### config.mk
export PLATFORM = sky130hd
export DESIGN_NAME = sha256_stream_ctrl
export DESIGN_NICKNAME = d
export VERILOG_FILES = /design/src/rtl/sha256_pkg.sv /design/src/rtl/sha256_stream_ctrl.sv
export SDC_FILE = /design/constraint.sdc
export NUM_CORES = 2
export LEC_CHECK = 0
export ABC_AREA = 1
export CAP_MARGIN = 20
export CELL_PAD_IN_SITES_DETAIL_PLACEMENT = 0
export CELL_PAD_IN_SITES_GLOBAL_PLACEMENT = 1
export CORE_AREA = 2 2 713 715
export DETAILED_ROUTE_END_ITERATION = 12
export DIE_AREA = 0 0 715 717
export PLACE_DENSITY = 0.39
export SLEW_MARGIN = 5
export SYNTH_ARGS = -nofsm -noshare
export SYNTH_HDL_FRONTEND = slang
export SYNTH_SLANG_ARGS = --single-unit
### constraint.sdc
create_clock -name clk -period 1.5 [get_ports clk]
set_input_delay 0.3 -clock clk [delete_from_list [all_inputs] [get_ports clk]]
set_output_delay 0.3 -clock clk [all_outputs]
set_load 0.1 [all_outputs]
### src/rtl/sha256_pkg.sv
// Shared SHA-256 definitions: standard initial hash value, datapath widths and
// the sequencing-controller state encoding.
package sha256_pkg;

  localparam int BLOCK_W = 512;
  localparam int HASH_W  = 256;

  localparam logic [HASH_W-1:0] SHA256_IV =
    256'h6a09e667_bb67ae85_3c6ef372_a54ff53a_510e527f_9b05688c_1f83d9ab_5be0cd19;

  typedef enum logic [1:0] {
    IDLE   = 2'd0,
    RUN    = 2'd1,
    DRAIN  = 2'd2,
    DIGEST = 2'd3
  } ctrl_state_e;

endpackage

### src/rtl/sha256_stream_ctrl.sv
// Block-stream sequencer for a single-block SHA-256 compressor: chains hash
// state across blocks, guards against a stuck compressor, presents the digest.
module sha256_stream_ctrl
  import sha256_pkg::*;
#(
  parameter int TIMEOUT_CYCLES = 64,
  parameter int CNT_W          = 16
) (
  input  logic               clk,
  input  logic               rst_n,
  input  logic               blk_valid,
  output logic               blk_ready,
  input  logic [BLOCK_W-1:0] blk_data,
  input  logic               blk_first,
  input  logic               blk_last,
  output logic               comp_start,
  output logic [BLOCK_W-1:0] comp_message,
  output logic [HASH_W-1:0]  comp_init_hash,
  input  logic [HASH_W-1:0]  comp_hash,
  input  logic               comp_done,
  output logic               digest_valid,
  input  logic               digest_ready,
  output logic [HASH_W-1:0]  digest,
  output logic               busy,
  output logic               error,
  output logic [CNT_W-1:0]   block_count
);

  localparam int               WD_W    = $clog2(TIMEOUT_CYCLES);
  localparam logic [WD_W-1:0]  WD_LAST = WD_W'(TIMEOUT_CYCLES - 1);

  ctrl_state_e        state, state_next;
  logic [HASH_W-1:0]  chain;
  logic               chain_valid;
  logic               last_flag;
  logic [WD_W-1:0]    watchdog;

  logic accept, run_done, run_timeout, drain_exit;

  assign blk_ready    = (state == IDLE);
  assign digest_valid = (state == DIGEST);
  assign busy         = (state != IDLE);

  assign accept      = blk_valid & blk_ready;
  assign run_done    = (state == RUN) & comp_done;
  assign run_timeout = (state == RUN) & ~comp_done & (watchdog == WD_LAST);
  assign drain_exit  = (state == DRAIN) & ~comp_done;

  always_ff @(posedge clk or negedge rst_n) begin
    if (!rst_n) state <= IDLE;
    else        state <= state_next;
  end

  // NOTE: next-state defaults to the current state before the case so no path
  // leaves state_next unassigned, which would otherwise infer a latch.
  always_comb begin
    state_next = state;
    unique case (state)
      IDLE:    if (accept)                    state_next = RUN;
      RUN:     if (run_done)                  state_next = DRAIN;
               else if (run_timeout)          state_next = IDLE;
      DRAIN:   if (drain_exit)                state_next = last_flag ? DIGEST : IDLE;
      DIGEST:  if (digest_ready)              state_next = IDLE;
      default:                                state_next = IDLE;
    endcase
  end

  // NOTE: all registered state uses non-blocking assignments so every register
  // samples pre-edge values regardless of statement order.
  always_ff @(posedge clk or negedge rst_n) begin
    if (!rst_n) begin
      comp_start     <= 1'b0;
      comp_message   <= '0;
      comp_init_hash <= '0;
      digest         <= '0;
      chain          <= '0;
      chain_valid    <= 1'b0;
      last_flag      <= 1'b0;
      error          <= 1'b0;
      block_count    <= '0;
      watchdog       <= '0;
    end else begin
      if (accept) begin
        comp_message   <= blk_data;
        comp_init_hash <= (blk_first || !chain_valid) ? SHA256_IV : chain;
        last_flag      <= blk_last;
        comp_start     <= 1'b1;
        watchdog       <= '0;
        if (blk_first) begin
          block_count <= '0;
          error       <= 1'b0;
        end else if (!chain_valid) begin
          // Continuation with no chained state: hash from IV but flag it.
          error <= 1'b1;
        end
      end

      if (run_done) begin
        chain       <= comp_hash;
        chain_valid <= 1'b1;
        comp_start  <= 1'b0;
        watchdog    <= '0;
        if (block_count != '1) block_count <= block_count + 1'b1;
      end else if (run_timeout) begin
        comp_start  <= 1'b0;
        error       <= 1'b1;
        chain_valid <= 1'b0;
        watchdog    <= '0;
      end else if (state == RUN) begin
        watchdog <= watchdog + 1'b1;
      end

      if (drain_exit && last_flag) begin
        digest      <= chain;
        chain_valid <= 1'b0;
      end
    end
  end

endmodule

==> metrics <==
Post-Syn Nets=5933; routed length on met3=47.8 mm; setup slack after layout=-0.581 ns; Worst slew margin=63.8%; RSZ-0062 raised after global routing=true; final setup fails=2348; die footprint=513000 um2; Final nets=8806; row cnt=261; Reg2Reg Launch Point=state[1]; outcome=finished with violations; asr flop ratio synth=100%; clk sinks=1308; mapped cell area=49100 um2; Synth Area per Inst=9.53 um2; CTS tree=done; most common library cell in the layout ignoring fill and taps=nand2_1; Reg2Reg Depth=10; largest cells by area after synthesis=dfrtp_1 67%, nand2_1 17%, o21ai_0 3.2%; Max Used Layer=met5; dpl cell area=89100 um2; Netlist cell types=27; Reg clk slew, reported paths=0.05 ns; Synth Flop Type=dfrtp_1; worst path bufs/invs=3; WL/cell=29.5 um; reg2reg end=comp_init_hash[56]; Least-Margin Pin Slew=0.541 ns; Final ANT Viol Nets=0; Top delay family on crit path=flip-flops; Clock Path Buffers=4; final setup TNS=-703.23 ns; CP Max Fanout=3; register area share after synthesis=66.6%; Hold Vio Cnt, Final=0; flop-to-flop setup slack=-0.45 ns; Crit. End Element=output pin; clk root buf=clkbuf_16; CP Capture Point=busy; Final Max Slew Viols=0; Final period util=139%; final wirelength=440 mm; pin count of the biggest net entering global routing=79; Initial DRC Count=2859; crit path max-delay cell type=dfrtp_1; Final Cell Area=105000 um2; Port Buf Inserts=1819; max-cap violations=0; fraction of layout cells with a size suffix above 1=25.2%; crit path kind=register to output pin; I/O pins=1820; dominant cell type by area after synthesis=dfrtp_1; f_max=0.480 GHz; DRC violations left=0; crit-path max cell delay=0.42 ns; cells after synthesis=5156; DRT met1 WL=166 mm; routability cong.=0.905; die width=715 um; DR vias/cell=3.25; EDFF count, synth=0; YS warnings=0; vias in the first global route=50522; overall routing resource usage=16.3%; Inserted Clock Buffers=189; Layout area overhead=114%; Detailed Place HPWL=364 mm; die height=717 um; flops & latches, synth=1308; CP Cell Sequence=nor2_4 -> buf_6 -> inv_4 -> buf_12; final non-filler cell total=14927; drt first pass iters=7; Critical Path Stages=4; failing checks=negative setup slack; CP startpoint kind=register; cell total after placement=13738; Yosys top cell area share=66.6%; H-tree Lvls=4; initial antenna violation count=126; core area=505000 um2; Critical Path Start=state[1]; Clock Latency Late Sink=0.88 ns; first-pass GRT wire length=550 mm; Hold Slack=0.0782 ns; Overflow after GRT=0; most frequent cells in the layout=2231 x nand2_1, 1170 x buf_12, 1159 x dfrtp_1, 773 x clkdlybuf4s50_1, 655 x dlygate4sd3_1; initial core utilization=9.74%; worst hold path class=input pin to register; Final Skew=0.0401 ns; met2 wire len=215 mm; Tmin final=2.08 ns; Worst EP arrival=1.78 ns; Filler Cell Count=54720; Crit path required time=1.20 ns; Via Count=48486
==> how the worst min path moves through the flow <==
stage | start | to | slack [ns] | depth (start not counted)
2_1_floorplan | rst_n | block_count[10] | 0.004 | 0
3_5_place_dp | rst_n | comp_message[306] | 0.26 | 1
6_report | blk_data[161] | comp_message[161] | 0.08 | 3
4_1_cts | blk_data[161] | comp_message[161] | 0.0002 | 3
5_1_grt | blk_data[295] | comp_message[295] | 0.02 | 3
3_3_place_gp | rst_n | comp_message[306] | 0.26 | 1
==> registers in the layout, indices dropped and copies added (netlist names) <==
register / cells
block_count: 16
chain: 256
chain_valid: 1
comp_init_hash: 256
comp_message: 512
comp_start: 1
digest: 256
error: 1
last_flag: 1
state: 2
watchdog: 6
==> through the flow <==
stage               setup slack [ns]  util [%]
floorplan                     -0.729         -
global placement              -0.738      17.7
detailed placement            -0.785      17.7
CTS                           -0.719      20.5
global route                  -0.698      20.8
finish                        -0.581      20.8
==> Yosys cell counts (3+ instances only) <==
cell type / number
nand2_1: 2239
dfrtp_1: 1308
o21ai_0: 310
inv_1: 293
o21ai_1: 222
buf_2: 176
nor2_1: 168
a31oi_1: 136
o31ai_1: 121
clkbuf_1: 87
buf_4: 26
buf_1: 16
nand3_1: 11
xor2_1: 7
buf_6: 6
a21oi_1: 5
nand4_1: 4
nor3_1: 4
inv_2: 3
nor2_2: 3
nor2_4: 3
==> layout make-up <==
class                           instances  area (um2)  area share, %
Multi-Input combinational cell       3241       13900           13.2
Timing Repair inverter                  2        46.3         0.0440
Clock buffer                          261        5380           5.12
Clock inverter                         81        1050           1.00
Inverter                              296        1160           1.10
Antenna cell                           41         103         0.0976
Timing Repair Buffer                 2991       42200           40.1
Tap cell                             6706        8390           7.98
Sequential cell                      1308       32900           31.3
==> tightest hold or removal path: stages <==
cell and delay [ns]:
clkdlybuf4s50_1 0.46, nand2_1 0.10, nand2_1 0.05
==> metal layers <==
metal / GRT usage, % / vias up
li1: - / 22175
met1: 18.1 / 24102
met2: 28.0 / 1685
met3: 8.03 / 464
met4: 3.51 / 60
met5: 0.336 / -
==> cells by family after synthesis <==
kind of cell	Yosys count	synth area share [%]
XOR/XNOR	7	0.125
flip-flops	1308	66.6
buffers and inverters	607	5.37
adder cells (fa/ha/maj)	2	0.0509
AO/OA/AOI/OAI	796	9.08
AND/OR/NAND/NOR	2436	18.8
==> what timing repair did <==
item                                     CTS  global route
endpoints found under the setup margin  2337          2352
hold endpoints to repair                1558             0
buffers inserted                          61            42
resized for setup                        198            74
pin swaps                                  2             2
hold buffers                             655             0
gates cloned                              20            29
Power is left out: the tool's default activity adds up to more than one toggle a clock period on the data nets, which glitch-free logic cannot reach.
